`config.mk`:
```
export PLATFORM = sky130hd
export DESIGN_NAME = branch_redirect_ctrl
export DESIGN_NICKNAME = d
export VERILOG_FILES = /design/src/rtl/branch_ctrl_pkg.sv /design/src/rtl/branch_stats_counters.sv /design/src/rtl/branch_redirect_ctrl.sv
export SDC_FILE = /design/constraint.sdc
export NUM_CORES = 1
export LEC_CHECK = 0
export ABC_CLOCK_PERIOD_IN_PS = 2150
export BUFFER_PORTS_ARGS = -buffer_cell sky130_fd_sc_hd__buf_4
export CORE_MARGIN = 3
export CORE_UTILIZATION = 44
export CTS_BUF_LIST = sky130_fd_sc_hd__clkbuf_4
export DETAILED_ROUTE_END_ITERATION = 6
export PLACE_DENSITY = 0.93
export SYNTH_ARGS = -nofsm -noshare
export SYNTH_HDL_FRONTEND = slang
export SYNTH_SLANG_ARGS = --single-unit
```
`constraint.sdc`:
```
create_clock -name clock -period 2.15 [get_ports clock]
set_input_delay 0.43 -clock clock [delete_from_list [all_inputs] [get_ports clock]]
set_output_delay 0.43 -clock clock [all_outputs]
set_load 0.1 [all_outputs]
```
`src/rtl/branch_ctrl_pkg.sv`:
```
// -----------------------------------------------------------------------------
// branch_ctrl_pkg
// Shared types and constants for the branch redirect controller.
//   redirect_state_t : controller state (IDLE / REDIRECT)
//   STAT_W_DEFAULT   : default width of the optional statistics counters
//   INSN_ALIGN_MASK  : low target bits that must be zero for a legal target
// -----------------------------------------------------------------------------
package branch_ctrl_pkg;

    typedef enum logic {
        IDLE     = 1'b0,
        REDIRECT = 1'b1
    } redirect_state_t;

    localparam int unsigned STAT_W_DEFAULT = 32;

    localparam logic [1:0] INSN_ALIGN_MASK = 2'b11;

endpackage : branch_ctrl_pkg

```
`src/rtl/branch_stats_counters.sv`:
```
// -----------------------------------------------------------------------------
// branch_stats_counters
// Three free-running event counters that wrap modulo 2^STAT_W.
// Ports:
//   clock, reset_n     : core clock, asynchronous active-low reset
//   inc_taken          : count one accepted aligned taken transfer
//   inc_not_taken      : count one resolved not-taken conditional branch
//   inc_stall          : count one redirect cycle without fetch acceptance
//   stat_taken / stat_not_taken / stat_stall : counter values
// -----------------------------------------------------------------------------
module branch_stats_counters
    import branch_ctrl_pkg::*;
#(
    parameter int unsigned STAT_W = STAT_W_DEFAULT
) (
    input  logic              clock,
    input  logic              reset_n,
    input  logic              inc_taken,
    input  logic              inc_not_taken,
    input  logic              inc_stall,
    output logic [STAT_W-1:0] stat_taken,
    output logic [STAT_W-1:0] stat_not_taken,
    output logic [STAT_W-1:0] stat_stall
);

    logic [STAT_W-1:0] taken_q, not_taken_q, stall_q;

    always_ff @(posedge clock or negedge reset_n) begin
        if (!reset_n) begin
            taken_q     <= '0;
            not_taken_q <= '0;
            stall_q     <= '0;
        end else begin
            if (inc_taken)     taken_q     <= taken_q + 1'b1;
            if (inc_not_taken) not_taken_q <= not_taken_q + 1'b1;
            if (inc_stall)     stall_q     <= stall_q + 1'b1;
        end
    end

    assign stat_taken     = taken_q;
    assign stat_not_taken = not_taken_q;
    assign stat_stall     = stall_q;

endmodule : branch_stats_counters

```
`src/rtl/branch_redirect_ctrl.sv`:
```
// -----------------------------------------------------------------------------
// branch_redirect_ctrl
// Turns the EX-stage control-transfer resolution into a registered redirect
// handshake to fetch, IF/ID + ID/EX flushes and a misaligned-target trap.
// Static not-taken policy: only taken transfers redirect.
// Optional macro: BRANCH_STATS_EN enables the statistics counters; without it
// the stat_* ports are tied to zero.
// Ports:
//   clock, reset_n                 : core clock, async active-low reset
//   ex_valid/ex_is_branch/ex_is_jump/ex_take_branch/ex_target : EX resolution
//   fetch_ready                    : fetch accepts the redirect this cycle
//   redirect_valid, redirect_pc    : redirect request to fetch
//   flush_if_id, flush_id_ex       : wrong-path squash
//   busy                           : redirect outstanding (hazard unit holds PC)
//   trap_misaligned, trap_tval     : one-cycle trap pulse and offending target
//   stat_taken/stat_not_taken/stat_stall : statistics counters
// -----------------------------------------------------------------------------
module branch_redirect_ctrl
    import branch_ctrl_pkg::*;
#(
    parameter int unsigned XLEN   = 32,
    parameter int unsigned STAT_W = STAT_W_DEFAULT
) (
    input  logic              clock,
    input  logic              reset_n,
    input  logic              ex_valid,
    input  logic              ex_is_branch,
    input  logic              ex_is_jump,
    input  logic              ex_take_branch,
    input  logic [XLEN-1:0]   ex_target,
    input  logic              fetch_ready,
    output logic              redirect_valid,
    output logic [XLEN-1:0]   redirect_pc,
    output logic              flush_if_id,
    output logic              flush_id_ex,
    output logic              busy,
    output logic              trap_misaligned,
    output logic [XLEN-1:0]   trap_tval,
    output logic [STAT_W-1:0] stat_taken,
    output logic [STAT_W-1:0] stat_not_taken,
    output logic [STAT_W-1:0] stat_stall
);

    redirect_state_t state_q, state_d;
    logic [XLEN-1:0] redirect_pc_q, redirect_pc_d;
    logic [XLEN-1:0] trap_tval_q, trap_tval_d;
    logic            trap_q, trap_d;
    logic            take;
    logic            target_aligned;

    // ex_take_branch is gated by ex_is_branch first, so an X on it while
    // ex_is_branch=0 resolves to 0 instead of propagating.
    assign take           = ex_valid & (ex_is_jump | (ex_is_branch & ex_take_branch));
    assign target_aligned = (ex_target[1:0] & INSN_ALIGN_MASK) == 2'b00;

    always_comb begin
        // NOTE: every combinational output gets a default before any branch so
        // no path leaves it unassigned and no latch is inferred.
        state_d       = state_q;
        redirect_pc_d = redirect_pc_q;
        trap_tval_d   = trap_tval_q;
        trap_d        = 1'b0;
        unique case (state_q)
            IDLE: begin
                if (take) begin
                    if (target_aligned) begin
                        redirect_pc_d = ex_target;
                        state_d       = REDIRECT;
                    end else begin
                        trap_d      = 1'b1;
                        trap_tval_d = ex_target;
                    end
                end
            end
            REDIRECT: begin
                // EX is on the wrong path here; only the handshake matters.
                if (fetch_ready) state_d = IDLE;
            end
            default: state_d = IDLE;
        endcase
    end

    always_ff @(posedge clock or negedge reset_n) begin
        if (!reset_n) begin
            state_q       <= IDLE;
            redirect_pc_q <= '0;
            trap_tval_q   <= '0;
            trap_q        <= 1'b0;
        end else begin
            // NOTE: non-blocking assignments so every flop samples the
            // pre-edge values, independent of statement order.
            state_q       <= state_d;
            redirect_pc_q <= redirect_pc_d;
            trap_tval_q   <= trap_tval_d;
            trap_q        <= trap_d;
        end
    end

    assign redirect_valid  = (state_q == REDIRECT);
    assign flush_if_id     = redirect_valid;
    assign flush_id_ex     = redirect_valid;
    assign busy            = redirect_valid;
    assign redirect_pc     = redirect_pc_q;
    assign trap_misaligned = trap_q;
    assign trap_tval       = trap_tval_q;

`ifdef BRANCH_STATS_EN
    logic inc_taken, inc_not_taken, inc_stall;

    assign inc_taken     = (state_q == IDLE) & take & target_aligned;
    assign inc_not_taken = (state_q == IDLE) & ex_valid & ex_is_branch
                         & ~ex_take_branch & ~ex_is_jump;
    assign inc_stall     = (state_q == REDIRECT) & ~fetch_ready;

    branch_stats_counters #(
        .STAT_W (STAT_W)
    ) u_stats (
        .clock          (clock),
        .reset_n        (reset_n),
        .inc_taken      (inc_taken),
        .inc_not_taken  (inc_not_taken),
        .inc_stall      (inc_stall),
        .stat_taken     (stat_taken),
        .stat_not_taken (stat_not_taken),
        .stat_stall     (stat_stall)
    );
`else
    assign stat_taken     = '0;
    assign stat_not_taken = '0;
    assign stat_stall     = '0;
`endif

endmodule : branch_redirect_ctrl

```
Yosys cells after proc, flatten, opt, wreduce, memory -nomap -nowiden
Cells that the tools add are included.

operators by class
  muxes and demuxes = 7
  reduce and logical (&&, ||, !) cells = 3
  bitwise gates (word level) = 5

operators by type and width
  operator          number
  $mux 1            6
  $reduce_and 3->1  2
  $and 1x1->1       2
  $logic_not 2->1   1
  $not 1->1         2
  $pmux 1 s2        1
  $or 1x1->1        1

word-level totals
  output and inout bits = 165
  bits in registers = 66
  input bits = 39
  logic and storage cells = 19

Depth between registers and ports, before layout
  word-level depth = 5
  depth in mapped cells = 5
  gate-level depth less buffers = 3

Worst setup path after synthesis
No wires, ideal clock.

  path type = register to register
  from = register state_q, in the netlist busy
  to = register redirect_pc_q[19], in the netlist redirect_pc[19]
  period minus slack after synthesis = 2.032 ns
  path buffers = 2
  data required time = 2.024 ns
  setup slack = 0.118 ns
  cell stages (with the launch flop) = 5
  setup time = 0.126 ns
  arrival time = 1.906 ns
  path through = dfrtp_1 nand4bb_1 buf_4 buf_6 mux2_2

between the ends
  word-level cells in the longest chain between the ends = 2

ends and longest elaborated chain
  element                            line                        text
  start: declaration                 branch_redirect_ctrl.sv:44  redirect_state_t state_q, state_d;
  start signal: assignment           branch_redirect_ctrl.sv:92  state_q <= state_d;
  $not 1->1 (no source line)         -
  $reduce_and 3->1 (no source line)  -
  end signal: assignment             branch_redirect_ctrl.sv:93  redirect_pc_q <= redirect_pc_d;
  end: declaration                   branch_redirect_ctrl.sv:45  logic [XLEN-1:0] redirect_pc_q, redirect_pc_d;

Every way passes these cells.
A chain may end at the register's enable or synchronous reset.

Final worst setup path
  from = register state_q, in the netlist busy
  to = output port busy

RTL lines
  element           line                        text
  end: declaration  branch_redirect_ctrl.sv:36  output logic busy,

No word-level cell between the ends.

==> impl_metrics.json <==
{
  "powerDensity_nw_per_um2": 1600,
  "p_switching_w": 0.00372,
  "multiInputGateArea_um2": 1150,
  "grt_pass1_wl_um": 9390,
  "yosysWarnings": 0,
  "combPwrFrac_pct": 60.5,
  "cp_slowest_cell": "dfrtp_1",
  "dp_cells": 442,
  "dpl.hpwl_um": 4750,
  "crit_path_max_fanout": 11,
  "dr.pass1.iters": 2,
  "cts_inserted_buffers": 9,
  "worstSetupPathType": "reg -> out",
  "final_common_cell": "buf_4",
  "worstMarginPinSlew_ps": 798,
  "synth-seq-cells": 66,
  "synth_area_um2": 3270,
  "clock_path_buffers": 2,
  "ctsResizeCount": 0,
  "maxSlewHeadroom_pct": 46.8,
  "htreeDepth": 3,
  "max-cap-violations": 0,
  "core_um2": 6980,
  "worstPathRequired_ps": 1720,
  "grt_usage_pct": 14.3,
  "gp_congestion": 0.681,
  "placed_area_um2": 3770,
  "postCtsSetupBuffers": 0,
  "critPathTopFamily": "flip-flops",
  "seqPwrFrac_pct": 26.9,
  "initial_core_util_pct": 46.8,
  "slowest_delay_ps": 580,
  "design_area_um2": 3900,
  "crit_path_end_kind": "output port",
  "cts_root_buffer": "clkbuf_4",
  "status": "completed",
  "cp_num_buf_inv": 1,
  "fin_hold_ws_ps": 110,
  "maxSlewViolCount": 0,
  "yosysTopAreaCell": "dfrtp_1",
  "seq_area_frac_synth_pct": 50.6,
  "final_cell_mix": "109 x buf_4, 96 x conb_1, 66 x dfrtp_1",
  "setup_viol": 0,
  "final_util_pct": 55.9,
  "grt_max_degree": 67,
  "chipWidth_um": 92.2,
  "synthCells": 247,
  "post_drt_wl_per_cell_um": 13.4,
  "num_io_pins": 204,
  "grt_overflow": 0,
  "antenna_found_initial": 0,
  "period_minus_slack_ps": 1760,
  "hold_viol_final": 0,
  "row_count": 30,
  "viasPerCell": 4.15,
  "crit_chain": "buf_4",
  "ir_worst_vdd_mv": 0.841,
  "synth.distinct_cells": 15,
  "hp-class": "in -> async",
  "p_leak_nw": 2.01,
  "diodes": 0,
  "drtIter0Drc": 23,
  "drive_gt1_share_pct": 52.2,
  "setup_tns_ps": 0,
  "synthTopCellsByArea": "dfrtp_1 51%, buf_4 23%, mux2_2 20%",
  "io_buffer_count": 107,
  "fin_worst_skew_ps": 10.7,
  "postRouteAntennaNets": 0,
  "cts_tree": "yes",
  "period_share_pct": 81.9,
  "p_sw_share_pct": 59.7,
  "p_int_w": 0.00251,
  "cts_sinks": 66,
  "fmax_mhz": 568,
  "die_area_um2": 8490,
  "avgSynthCellArea_um2": 13.2,
  "grt_setup_unrepaired": "false",
  "clk_pin_slew_ps": 110,
  "cp-start-kind": "flop",
  "fill_cells": 613,
  "syn_to_final_growth_pct": 19.4,
  "fin_cells": 458,
  "seqCellArea_um2": 1650,
  "wl_um": 6160,
  "fin_nets": 396,
  "clkLatencyLatePin_ps": 390,
  "cts_hold_buf": 0,
  "drc": 0,
  "vias": 1902,
  "grt_pass1_vias": 1888,
  "netlist.area_leader.share_pct": 50.6,
  "critPathArrivalTime_ps": 1330,
  "dieHeight_um": 92.2,
  "p_clk_share_pct": 12.7
}
[worst register-to-register path, cell delays in order (launching register included)]
cell and delay [ps]:
dfrtp_1 520, nor4b_4 350, buf_4 330, mux2_2 390
[kinds of logic after synthesis]
kind of cell	count (synthesis)	share of synthesized area [%]
flops	66	50.6
buf+inv	107	25.2
mux	60	20.8
compound gates	6	1.57
simple gates	7	1.80
other cells	1	0.115
[per-stage QoR]
| stage | setup WS [ps] | total power (W) |
|---|---|---|
| 3_3_place_gp | 463 | 0.00543 |
| 2_1_floorplan | 118 | 0.00494 |
| 6_report | 389 | 0.00622 |
| 5_1_grt | 279 | 0.00644 |
| 4_1_cts | 340 | 0.00628 |
| 3_5_place_dp | 402 | 0.00548 |
[metal layers]
metal  up-vias  wire, µm  global-route usage, %
met5         -         0                      0
li1        846         -                      -
met1       938      2060                   14.1
met2       109      3390                   26.4
met3         9       625                   5.00
met4         0        79                   6.68
[area by class of cell]
cell class	instances	share of cell area (%)
tap	96	3.08
timing repair buffer	110	21.5
inverter	1	0.0962
clock buffer	10	1.92
sequential	66	42.3
multi-input combinational	169	29.6
clock inverter	6	1.48
[worst paths after layout]
check / from / endpoint / slack [ps] / depth (start not counted)
hold / removal: reset_n / redirect_pc[24] / 110 / 1
max in group asynchronous: reset_n / trap_tval[12] / 1500 / 1
hold reg to reg: redirect_pc[0] / redirect_pc[0] / 510 / 1
setup / recovery: busy / busy / 390 / 1
min in group clock: fetch_ready / busy / 220 / 2
setup reg to reg: busy / trap_tval[4] / 460 / 3
[synthesized netlist by cell type]
cell type and n:
conb_1 1, mux2_4 1, and2_1 2, a21oi_4 1, buf_4 100, nand4bb_1 1, inv_1 1, nor4b_4 1
dfrtp_1 66, buf_6 6, mux2_2 59, o31ai_1 4, nand2_1 2, o21ai_0 1, nor2_1 1
[power by group through the flow]
stage	Clock, W	Combinational [W]	Sequential, W
floorplan	0	0.00120	0.00374
global placement	0	0.00374	0.00168
detailed placement	0	0.00378	0.00170
CTS	0.000822	0.00378	0.00168
global route	0.000879	0.00385	0.00171
finish	0.000789	0.00376	0.00167
[registers in the layout (all words and copies together) (netlist names)]
register / cells
redirect_pc: 32
busy: 1
trap_tval: 32
trap_misaligned: 1
No activity file was read; power rests on OpenSTA's default activity.
